### config.mk
export PLATFORM = sky130hd
export DESIGN_NAME = agc_wb_sequencer
export DESIGN_NICKNAME = d
export VERILOG_FILES = /design/src/rtl/agc_regmap_pkg.sv /design/src/rtl/wb_host_xfer.sv /design/src/rtl/agc_wb_sequencer.sv
export SDC_FILE = /design/constraint.sdc
export NUM_CORES = 1
export LEC_CHECK = 0
export ABC_AREA = 0
export ABC_CLOCK_PERIOD_IN_PS = 2700
export CORE_AREA = 2 2 131 133
export CTS_CLUSTER_SIZE = 20
export DETAILED_ROUTE_END_ITERATION = 10
export DIE_AREA = 0 0 133 135
export GPL_TIMING_DRIVEN = 0
export PLACE_DENSITY = 0.66
export SLEW_MARGIN = 20
export SYNTH_ARGS = -nofsm -noshare
export SYNTH_HDL_FRONTEND = slang
export SYNTH_SLANG_ARGS = --single-unit
### constraint.sdc
create_clock -name wb_clk_i -period 2.7 [get_ports wb_clk_i]
set_input_delay 0.54 -clock wb_clk_i [delete_from_list [all_inputs] [get_ports wb_clk_i]]
set_output_delay 0.54 -clock wb_clk_i [all_outputs]
set_load 0.01 [all_outputs]
### src/rtl/agc_regmap_pkg.sv
// Register map, control bits and shared types of the AGC target and its Wishbone sequencer.
package agc_regmap_pkg;

    // Register byte offsets relative to the target base address.
    localparam logic [21:0] RegCtrl   = 22'h00;
    localparam logic [21:0] RegSq     = 22'h04;
    localparam logic [21:0] RegGt     = 22'h08;
    localparam logic [21:0] RegLt     = 22'h0C;
    localparam logic [21:0] RegScale  = 22'h10;
    localparam logic [21:0] RegOffset = 22'h14;

    // Bit positions inside the control/status register.
    localparam int unsigned CtrlTickBit   = 0;
    localparam int unsigned CtrlDoneBit   = 1;
    localparam int unsigned CtrlResetBit  = 2;
    localparam int unsigned CtrlScaleBit  = 8;
    localparam int unsigned CtrlOffsetBit = 9;
    localparam int unsigned CtrlApplyBit  = 10;

    localparam logic [31:0] CtrlTickWord  = 32'(1) << CtrlTickBit;
    localparam logic [31:0] CtrlApplyWord = (32'(1) << CtrlScaleBit) | (32'(1) << CtrlOffsetBit) |
                                            (32'(1) << CtrlApplyBit);

    typedef enum logic [1:0] {
        ErrOk          = 2'd0,
        ErrAckTimeout  = 2'd1,
        ErrPollTimeout = 2'd2
    } agc_err_e;

    typedef enum logic [3:0] {
        StIdle,
        StWrScale,
        StWrOff,
        StWrApply,
        StWrTick,
        StPoll,
        StRdSq,
        StRdGt,
        StRdLt,
        StFinish
    } seq_state_e;

endpackage

### src/rtl/wb_host_xfer.sv
// Single classic Wishbone transfer: holds the strobes until ack or until the ack timeout expires.
module wb_host_xfer #(
    parameter int unsigned ACK_TIMEOUT = 255
) (
    input  logic        clk,
    input  logic        rst,
    input  logic        req,
    input  logic        req_we,
    input  logic [21:0] req_adr,
    input  logic [31:0] req_dat,
    input  logic [3:0]  req_sel,
    input  logic        ack,
    output logic        cyc,
    output logic        stb,
    output logic        we,
    output logic [21:0] adr,
    output logic [31:0] dat,
    output logic [3:0]  sel,
    output logic        ack_hit,
    output logic        timeout_hit
);

    localparam int unsigned CntW = $clog2(ACK_TIMEOUT + 1);

    logic [CntW-1:0] wait_cnt;

    // Ack only counts while a cycle is open; stray acks in the gap are ignored.
    assign ack_hit     = cyc & ack;
    assign timeout_hit = cyc & ~ack & (wait_cnt == CntW'(ACK_TIMEOUT - 1));
    assign stb         = cyc;

    // Open a cycle on request, hold all fields, close on ack or timeout (forces a one-cycle gap).
    always_ff @(posedge clk) begin
        if (rst) begin
            cyc      <= 1'b0;
            we       <= 1'b0;
            adr      <= '0;
            dat      <= '0;
            sel      <= '0;
            wait_cnt <= '0;
        end else if (cyc) begin
            if (ack_hit || timeout_hit) begin
                cyc <= 1'b0;
                we  <= 1'b0;
                adr <= '0;
                dat <= '0;
                sel <= '0;
            end else begin
                wait_cnt <= wait_cnt + CntW'(1);
            end
        end else if (req) begin
            cyc      <= 1'b1;
            we       <= req_we;
            adr      <= req_adr;
            dat      <= req_dat;
            sel      <= req_sel;
            wait_cnt <= '0;
        end
    end

endmodule

### src/rtl/agc_wb_sequencer.sv
// Runs one AGC measurement over Wishbone: optional scale/offset load, tick, status poll, readback.
module agc_wb_sequencer
    import agc_regmap_pkg::*;
#(
    parameter logic [21:0] BASE_ADDR   = 22'h000000,
    parameter int unsigned ACK_TIMEOUT = 255,
    parameter int unsigned POLL_LIMIT  = 65535
) (
    input  logic        wb_clk_i,
    input  logic        wb_rst_i,
    input  logic        start_i,
    input  logic        load_i,
    input  logic [16:0] scale_i,
    input  logic [7:0]  offset_i,
    output logic        wb_cyc_o,
    output logic        wb_stb_o,
    output logic        wb_we_o,
    output logic [21:0] wb_adr_o,
    output logic [31:0] wb_dat_o,
    output logic [3:0]  wb_sel_o,
    input  logic [31:0] wb_dat_i,
    input  logic        wb_ack_i,
    output logic        busy_o,
    output logic        done_o,
    output logic [1:0]  err_o,
    output logic [23:0] sq_accum_o,
    output logic [20:0] gt_accum_o,
    output logic [20:0] lt_accum_o
);

    localparam int unsigned PollW = $clog2(POLL_LIMIT + 1);

    seq_state_e       state_q, state_d;
    agc_err_e         err_q, err_d;
    logic [16:0]      scale_q, scale_d;
    logic [7:0]       offset_q, offset_d;
    logic [PollW-1:0] poll_q, poll_d;
    logic [23:0]      sq_q, sq_d;
    logic [20:0]      gt_q, gt_d;
    logic [20:0]      lt_q, lt_d;

    logic        xfer_req, xfer_we, ack_hit, timeout_hit;
    logic [21:0] xfer_off;
    logic [31:0] xfer_dat;
    logic [3:0]  xfer_sel;

    logic unused_dat;
    assign unused_dat = ^wb_dat_i[31:24];

    // Request the next transfer once the engine has closed the previous cycle.
    assign xfer_req = (state_q != StIdle) && (state_q != StFinish) && !wb_cyc_o;

    wb_host_xfer #(
        .ACK_TIMEOUT(ACK_TIMEOUT)
    ) u_xfer (
        .clk        (wb_clk_i),
        .rst        (wb_rst_i),
        .req        (xfer_req),
        .req_we     (xfer_we),
        .req_adr    (BASE_ADDR + xfer_off),
        .req_dat    (xfer_dat),
        .req_sel    (xfer_sel),
        .ack        (wb_ack_i),
        .cyc        (wb_cyc_o),
        .stb        (wb_stb_o),
        .we         (wb_we_o),
        .adr        (wb_adr_o),
        .dat        (wb_dat_o),
        .sel        (wb_sel_o),
        .ack_hit    (ack_hit),
        .timeout_hit(timeout_hit)
    );

    // State, captured request and accumulator registers.
    always_ff @(posedge wb_clk_i) begin
        if (wb_rst_i) begin
            state_q  <= StIdle;
            err_q    <= ErrOk;
            scale_q  <= '0;
            offset_q <= '0;
            poll_q   <= '0;
            sq_q     <= '0;
            gt_q     <= '0;
            lt_q     <= '0;
        end else begin
            state_q  <= state_d;
            err_q    <= err_d;
            scale_q  <= scale_d;
            offset_q <= offset_d;
            poll_q   <= poll_d;
            sq_q     <= sq_d;
            gt_q     <= gt_d;
            lt_q     <= lt_d;
        end
    end

    // Next state and per-state transfer fields.
    always_comb begin
        state_d  = state_q;
        err_d    = err_q;
        scale_d  = scale_q;
        offset_d = offset_q;
        poll_d   = poll_q;
        sq_d     = sq_q;
        gt_d     = gt_q;
        lt_d     = lt_q;
        xfer_we  = 1'b0;
        xfer_off = RegCtrl;
        xfer_dat = '0;
        xfer_sel = 4'b1111;
        unique case (state_q)
            StIdle: begin
                if (start_i) begin
                    scale_d  = scale_i;
                    offset_d = offset_i;
                    err_d    = ErrOk;
                    poll_d   = '0;
                    state_d  = load_i ? StWrScale : StWrTick;
                end
            end
            StWrScale: begin
                xfer_we  = 1'b1;
                xfer_off = RegScale;
                xfer_dat = {15'b0, scale_q};
                xfer_sel = 4'b0111;
                if (ack_hit) state_d = StWrOff;
            end
            StWrOff: begin
                xfer_we  = 1'b1;
                xfer_off = RegOffset;
                xfer_dat = {24'b0, offset_q};
                xfer_sel = 4'b0001;
                if (ack_hit) state_d = StWrApply;
            end
            StWrApply: begin
                xfer_we  = 1'b1;
                xfer_dat = CtrlApplyWord;
                xfer_sel = 4'b0010;
                if (ack_hit) state_d = StWrTick;
            end
            StWrTick: begin
                xfer_we  = 1'b1;
                xfer_dat = CtrlTickWord;
                xfer_sel = 4'b0001;
                if (ack_hit) state_d = StPoll;
            end
            StPoll: begin
                if (ack_hit) begin
                    if (wb_dat_i[CtrlDoneBit]) begin
                        state_d = StRdSq;
                    end else if (poll_q == PollW'(POLL_LIMIT - 1)) begin
                        state_d = StFinish;
                        err_d   = ErrPollTimeout;
                    end else begin
                        poll_d = poll_q + PollW'(1);
                    end
                end
            end
            StRdSq: begin
                xfer_off = RegSq;
                if (ack_hit) begin
                    sq_d    = wb_dat_i[23:0];
                    state_d = StRdGt;
                end
            end
            StRdGt: begin
                xfer_off = RegGt;
                if (ack_hit) begin
                    gt_d    = wb_dat_i[20:0];
                    state_d = StRdLt;
                end
            end
            StRdLt: begin
                xfer_off = RegLt;
                if (ack_hit) begin
                    lt_d    = wb_dat_i[20:0];
                    state_d = StFinish;
                end
            end
            StFinish: state_d = StIdle;
            default:  state_d = StIdle;
        endcase
        if (timeout_hit) begin
            state_d = StFinish;
            err_d   = ErrAckTimeout;
        end
    end

    assign busy_o     = (state_q != StIdle);
    assign done_o     = (state_q == StFinish);
    assign err_o      = err_q;
    assign sq_accum_o = sq_q;
    assign gt_accum_o = gt_q;
    assign lt_accum_o = lt_q;

endmodule

Word-level counts from Yosys, hierarchy flattened
Index checks and enable logic that the tools add are counted.
{ "classes": {"addsub": 2, "eq_ne": 39, "n_mux": 47, "bitwise_logic": 4, "reduce_logical": 23} }
{ "op_table": {"columns": ["cell", "n"], "rows": [
  ["32-bit two-way mux", 3],
  ["17-bit one-hot mux with 4 select lines", 1],
  ["22-bit two-way mux", 3],
  ["16-bit two-way mux", 4],
  ["4-bit two-way mux", 15],
  ["4-bit one-hot mux with 9 select lines", 1],
  ["16-bit one-hot mux with 2 select lines", 1],
  ["5-bit one-hot mux with 5 select lines", 1],
  ["8-bit two-way mux", 3],
  ["3-bit by 1-bit inequality test with 1-bit output (second input constant)", 8],
  ["10-bit AND reduction", 2],
  ["16-bit by 1-bit adder with 16-bit output (second input constant)", 1],
  ["16-bit == test (second input constant)", 1],
  ["4-bit by 3-bit == test with 1-bit output (second input constant)", 4],
  ["2-bit by 1-bit inequality test with 1-bit output (second input constant)", 8],
  ["5-bit AND reduction", 3],
  ["2-bit inequality test (second input constant)", 6],
  ["4-bit one-hot mux with 3 select lines", 1],
  ["2-bit AND reduction", 6],
  ["3-bit by 2-bit inequality test with 1-bit output (second input constant)", 3],
  ["8-bit by 1-bit adder with 8-bit output (second input constant)", 1],
  ["4-bit by 2-bit == test with 1-bit output (second input constant)", 2],
  ["4-bit == test (second input constant)", 2],
  ["8-bit == test (second input constant)", 1],
  ["19 further kinds", 34]
]} }
{ "word_totals": {"regBits": 181, "out_inout_bits": 131} }

Logic depth before layout (Yosys ltp)
{ "logic_depth": {"depth_word": 6, "mapped_depth": 9, "ltp_nobuf": 8} }

Hierarchy
Synthesis repeated with hierarchy kept, for this count alone.
{ "unflattened": {"cells_unflattened": 816, "area_unflattened_um2": 7079.3} }
{ "modules_own_cells": {"columns": ["mod", "n_inst", "cells_each", "area_each_um2", "seq_area_each_um2"], "rows": [
  ["agc_wb_sequencer", 1, 617, 4750.8, 2262.2],
  ["wb_host_xfer", 1, 199, 2328.5, 1361.3]
]} }

Worst setup path after synthesis
Ideal clock, no wire load.
{ "synth_timing": {"kind": "input -> register", "startpoint": "input port wb_ack_i", "endpoint": "register poll_q[15]", "setup_time_ns": 0.070, "arrival_ns": 1.986, "required_ns": 2.630, "slack_ns": 0.644, "cell_stages": 7, "cell_sequence": "and2_1 -> buf_2 -> nand2_2 -> a22o_4 -> or3_1 -> or4_1 -> a21oi_1"} }
{ "synth_via": {"elab_chain_cells": 3} }
{ "synth_rtl": {"columns": ["element", "line", "source"], "rows": [
  ["start: declaration", "agc_wb_sequencer.sv:22", "input logic wb_ack_i,"],
  ["1-bit AND", "wb_host_xfer.sv:28", "assign ack_hit = cyc & ack;"],
  ["2-bit by 1-bit inequality test with 1-bit output (no source line)", null, null],
  ["5-bit AND reduction (no source line)", null, null],
  ["end signal: assignment", "agc_wb_sequencer.sv:90", "poll_q <= poll_d;"],
  ["end: declaration", "agc_wb_sequencer.sv:37", "logic [PollW-1:0] poll_q, poll_d;"]
]} }
No other way between the ends.
A chain may end at the register's enable or synchronous reset.

Worst setup path after layout
{ "layout_timing": {"startpoint": "register state_q[0]", "endpoint": "output port done_o"} }
{ "layout_via": {"elab_chain_cells": 1} }
{ "layout_rtl": {"columns": ["element", "line", "source"], "rows": [
  ["start: declaration", "agc_wb_sequencer.sv:33", "seq_state_e state_q, state_d;"],
  ["start signal: assignment", "agc_wb_sequencer.sv:77", "state_q <= StIdle;"],
  ["start signal: assignment", "agc_wb_sequencer.sv:86", "state_q <= state_d;"],
  ["4-bit == test", "agc_wb_sequencer.sv:190", "assign done_o = (state_q == StFinish);"],
  ["end: declaration", "agc_wb_sequencer.sv:24", "output logic done_o,"]
]} }
No other way between the ends.

==> flow_summary.toml <==
[outcome]
run_status = "finished, final reports clean"

[logic_synthesis]
synth.cell_area_um2 = 6130
synth_edf_count = 0
yosysSeqAreaShare = 0.480
syn-instance-count = 779
ys_ff_latch = 147
synth_ff_type = "dfxtp_1"
yosysWarnings = 0
syn_area_per_cell_um2 = 7.87
ys_types = 48
async_reset_ff_frac = 0

[floorplan]
die_y_um = 135
die_x_um = 133
num_rows = 47
initial_utilization = 0.374
coreArea_um2 = 16400
num_io_pins = 193
dieArea_um2 = 18000

[sta]
finClkSkew_ps = 9.92
layout_setup_ws_ps = 93.6
period_share = 0.965
hold_violations = 0
max_freq_ghz = 0.384
worst_pin_slew_ps = 648
fin_crit_ps = 2610
maxSlewViolCount = 0
finalSetupViolCount = 0
maxSlewHeadroom = 0.565
rsz0062_at_grt = "false"

[layout]
multi_input_area_um2 = 2820
nets = 1046
area_growth_pct = 40.9
drive_above_1_share = 0.0856
antenna_cells = 0
utilization = 0.527
regArea_um2 = 2940
nFillCells = 1559

[route]
drc = 0
wirelength_mm = 17.6
routedWlPerCell_um = 14.5
firstDrtPassIters = 5
drtIter0Drc = 423
ant_nets = 0
vias = 5782
vias_per_cell = 4.77

[cts]
htreeDepth = 4
cts_num_sinks = 147
cts_tree = "done"
cts-root-buf = "clkbuf_16"
clock_latency_ps = 430
hold_buffers = 0
numCtsBuffers = 17
clkSlewWorstSetupHoldPaths_ps = 60
clockBufferDepth = 2

[critical_path]
max_stage_delay_ps = 550
critPathMaxFanout = 10
end_kind = "output pin"
slowest_stage = "clkdlybuf4s50_1"
start_kind = "register"
arrival_ps = 2070
worstPathCellList = "buf_2 -> nor2b_4 -> and3_1 -> clkdlybuf4s50_1"
crit_type = "register to output pin"
required_ps = 2160
cp_num_buf_inv = 2
critical_path.top_delay_family = "buffers and inverters"

[pwr]
leakagePower_uw = 0.00312
power_density_nw_per_um2 = 768
vdd_ir_drop_max_uv = 605

[grt]
grt_pass1_wl_mm = 27.5
grt_pass1_vias = 5253
overflow = 0
grt_usage = 0.195
antenna_found_initial = 0
grt_max_degree = 17

[placed_design]
place_congestion = 0.841
pre_cts_ws_ps = -216
dpl.hpwl_mm = 12.9
numPortBuffers = 149

[min_path]
min_path_type = "register to register"

[job]
cap_violations = 0
## cell usage in the layout (no fill, tap or decap), types with 6 or more instances in the layout
cell             instances
clkbuf_16               17
buf_4                   36
xnor2_1                  8
conb_1                  34
nand3_1                 11
xor2_1                  11
clkbuf_1                46
nor2_1                  67
inv_1                    9
clkdlybuf4s50_1        149
nand2_1                207
a21oi_1                120
nand4_1                 10
o21ai_0                  7
dfxtp_1                147
nor4_1                   6
a22oi_1                 16
and3_1                   6
nor3_1                   8
## registers in the layout, summed over array words and instances (netlist names), 4 cells and up
register	flops
gt_accum_o	21
lt_accum_o	21
offset_q	8
poll_q	16
scale_q	17
sq_accum_o	24
state_q	4
u_xfer.dat	17
u_xfer.sel	4
u_xfer.wait_cnt	8
## layout make-up
class                           instances  share of cell area
Buffer                                 88              0.0552
Clock buffer                           17              0.0492
Clock inverter                         15              0.0204
Inverter                                9             0.00391
Multi-Input combinational cell        568               0.326
Sequential cell                       147               0.341
Tap cell                              220              0.0319
Timing Repair Buffer                  149               0.173
## layer usage
| layer | vias to the layer above | share of wire | wire length [µm] | track usage |
|---|---|---|---|---|
| li1 | 2929 | - | - | - |
| met1 | 2646 | 0.44 | 7700 | 0.248 |
| met2 | 182 | 0.47 | 8370 | 0.311 |
| met3 | 25 | 0.068 | 1200 | 0.0593 |
| met4 | 0 | 0.022 | 387 | 0.0759 |
| met5 | - | 0 | 0 | 0 |
## worst paths after layout
check | start | to | slack (ps) | cells after the start
worst min register to register | u_xfer.dat[10]$_SDFFE_PP0P_ | u_xfer.dat[10]$_SDFFE_PP0P_ | 450 | 2
worst min-delay path | u_xfer.dat[10]$_SDFFE_PP0P_ | u_xfer.dat[10]$_SDFFE_PP0P_ | 450 | 2
worst max register to register | state_q[1]$_SDFFE_PP0P_ | sq_accum_o[6]$_SDFFE_PP0P_ | 370 | 7
worst max-delay path | state_q[0]$_SDFFE_PP0P_ | done_o | 90 | 4
## repair_timing
item / in CTS / in global routing
setup endpoints to repair: 1 / 15
hold endpoints to repair: 0 / 0
resized for setup: 2 / 3
setup buffers: 0 / 0
## per-stage QoR
step / total power, µW / setup TNS [ps] / area (µm²) / instances / hold WS [ps]
floorplan: 3620 / 0 / 6260 / 812 / 436
global placement: 4270 / -1310 / 8020 / 1181 / 441
detailed placement: 4290 / -3710 / 8020 / 1181 / 445
CTS: 6650 / 0 / 8630 / 1213 / 454
global route: 6970 / 0 / 8640 / 1213 / 470
finish: 6630 / 0 / 8640 / 1213 / 451
## worst min-delay path: cells and delay by family, from the launching register on
family           cells  cell delay [ps]
flip-flops           1              310
AO/OA/AOI/OAI        1               50
AND/OR/NAND/NOR      1               50
## synth_stat cells, types with 3 or more instances
cell,n,area share
nand2_1,207,0.13
dfxtp_1,147,0.48
a21oi_1,120,0.098
nor2_1,67,0.041
clkbuf_1,47,0.029
buf_4,36,0.044
a22oi_1,16,0.020
nand3_1,11,0.0090
xor2_1,11,0.016
nand4_1,10,0.010
inv_1,9,0.0055
nor3_1,9,0.0073
xnor2_1,8,0.011
o21ai_0,7,0.0057
and3_1,6,0.0061
nor4_1,6,0.0061
and2_1,5,0.0051
mux2i_1,5,0.0082
or3_1,5,0.0051
ha_1,4,0.0082
o211ai_1,3,0.0037
o31ai_1,3,0.0037
or2_2,3,0.0031
## kinds of logic (layout without fill, tap and decap cells)
| family | Yosys count | count (layout) | share of synthesized area |
|---|---|---|---|
| multiplexers | 6 | 6 | 0.0100 |
| flip-flops | 147 | 147 | 0.480 |
| buffers and inverters | 97 | 278 | 0.0830 |
| other | 1 | 34 | 0.000612 |
| AO/OA/AOI/OAI | 160 | 160 | 0.148 |
| adder cells (fa/ha/maj) | 4 | 4 | 0.00816 |
| AND/OR/NAND/NOR | 345 | 345 | 0.243 |
| XOR/XNOR | 19 | 19 | 0.0271 |
## where the power goes
| part | internal [µW] | switching [µW] |
|---|---|---|
| Combinational | 695 | 1110 |
| Clock | 1320 | 1050 |
| Sequential | 2350 | 119 |
| Total | 4360 | 2270 |
Note: power is estimated with default switching activity, not from simulation.
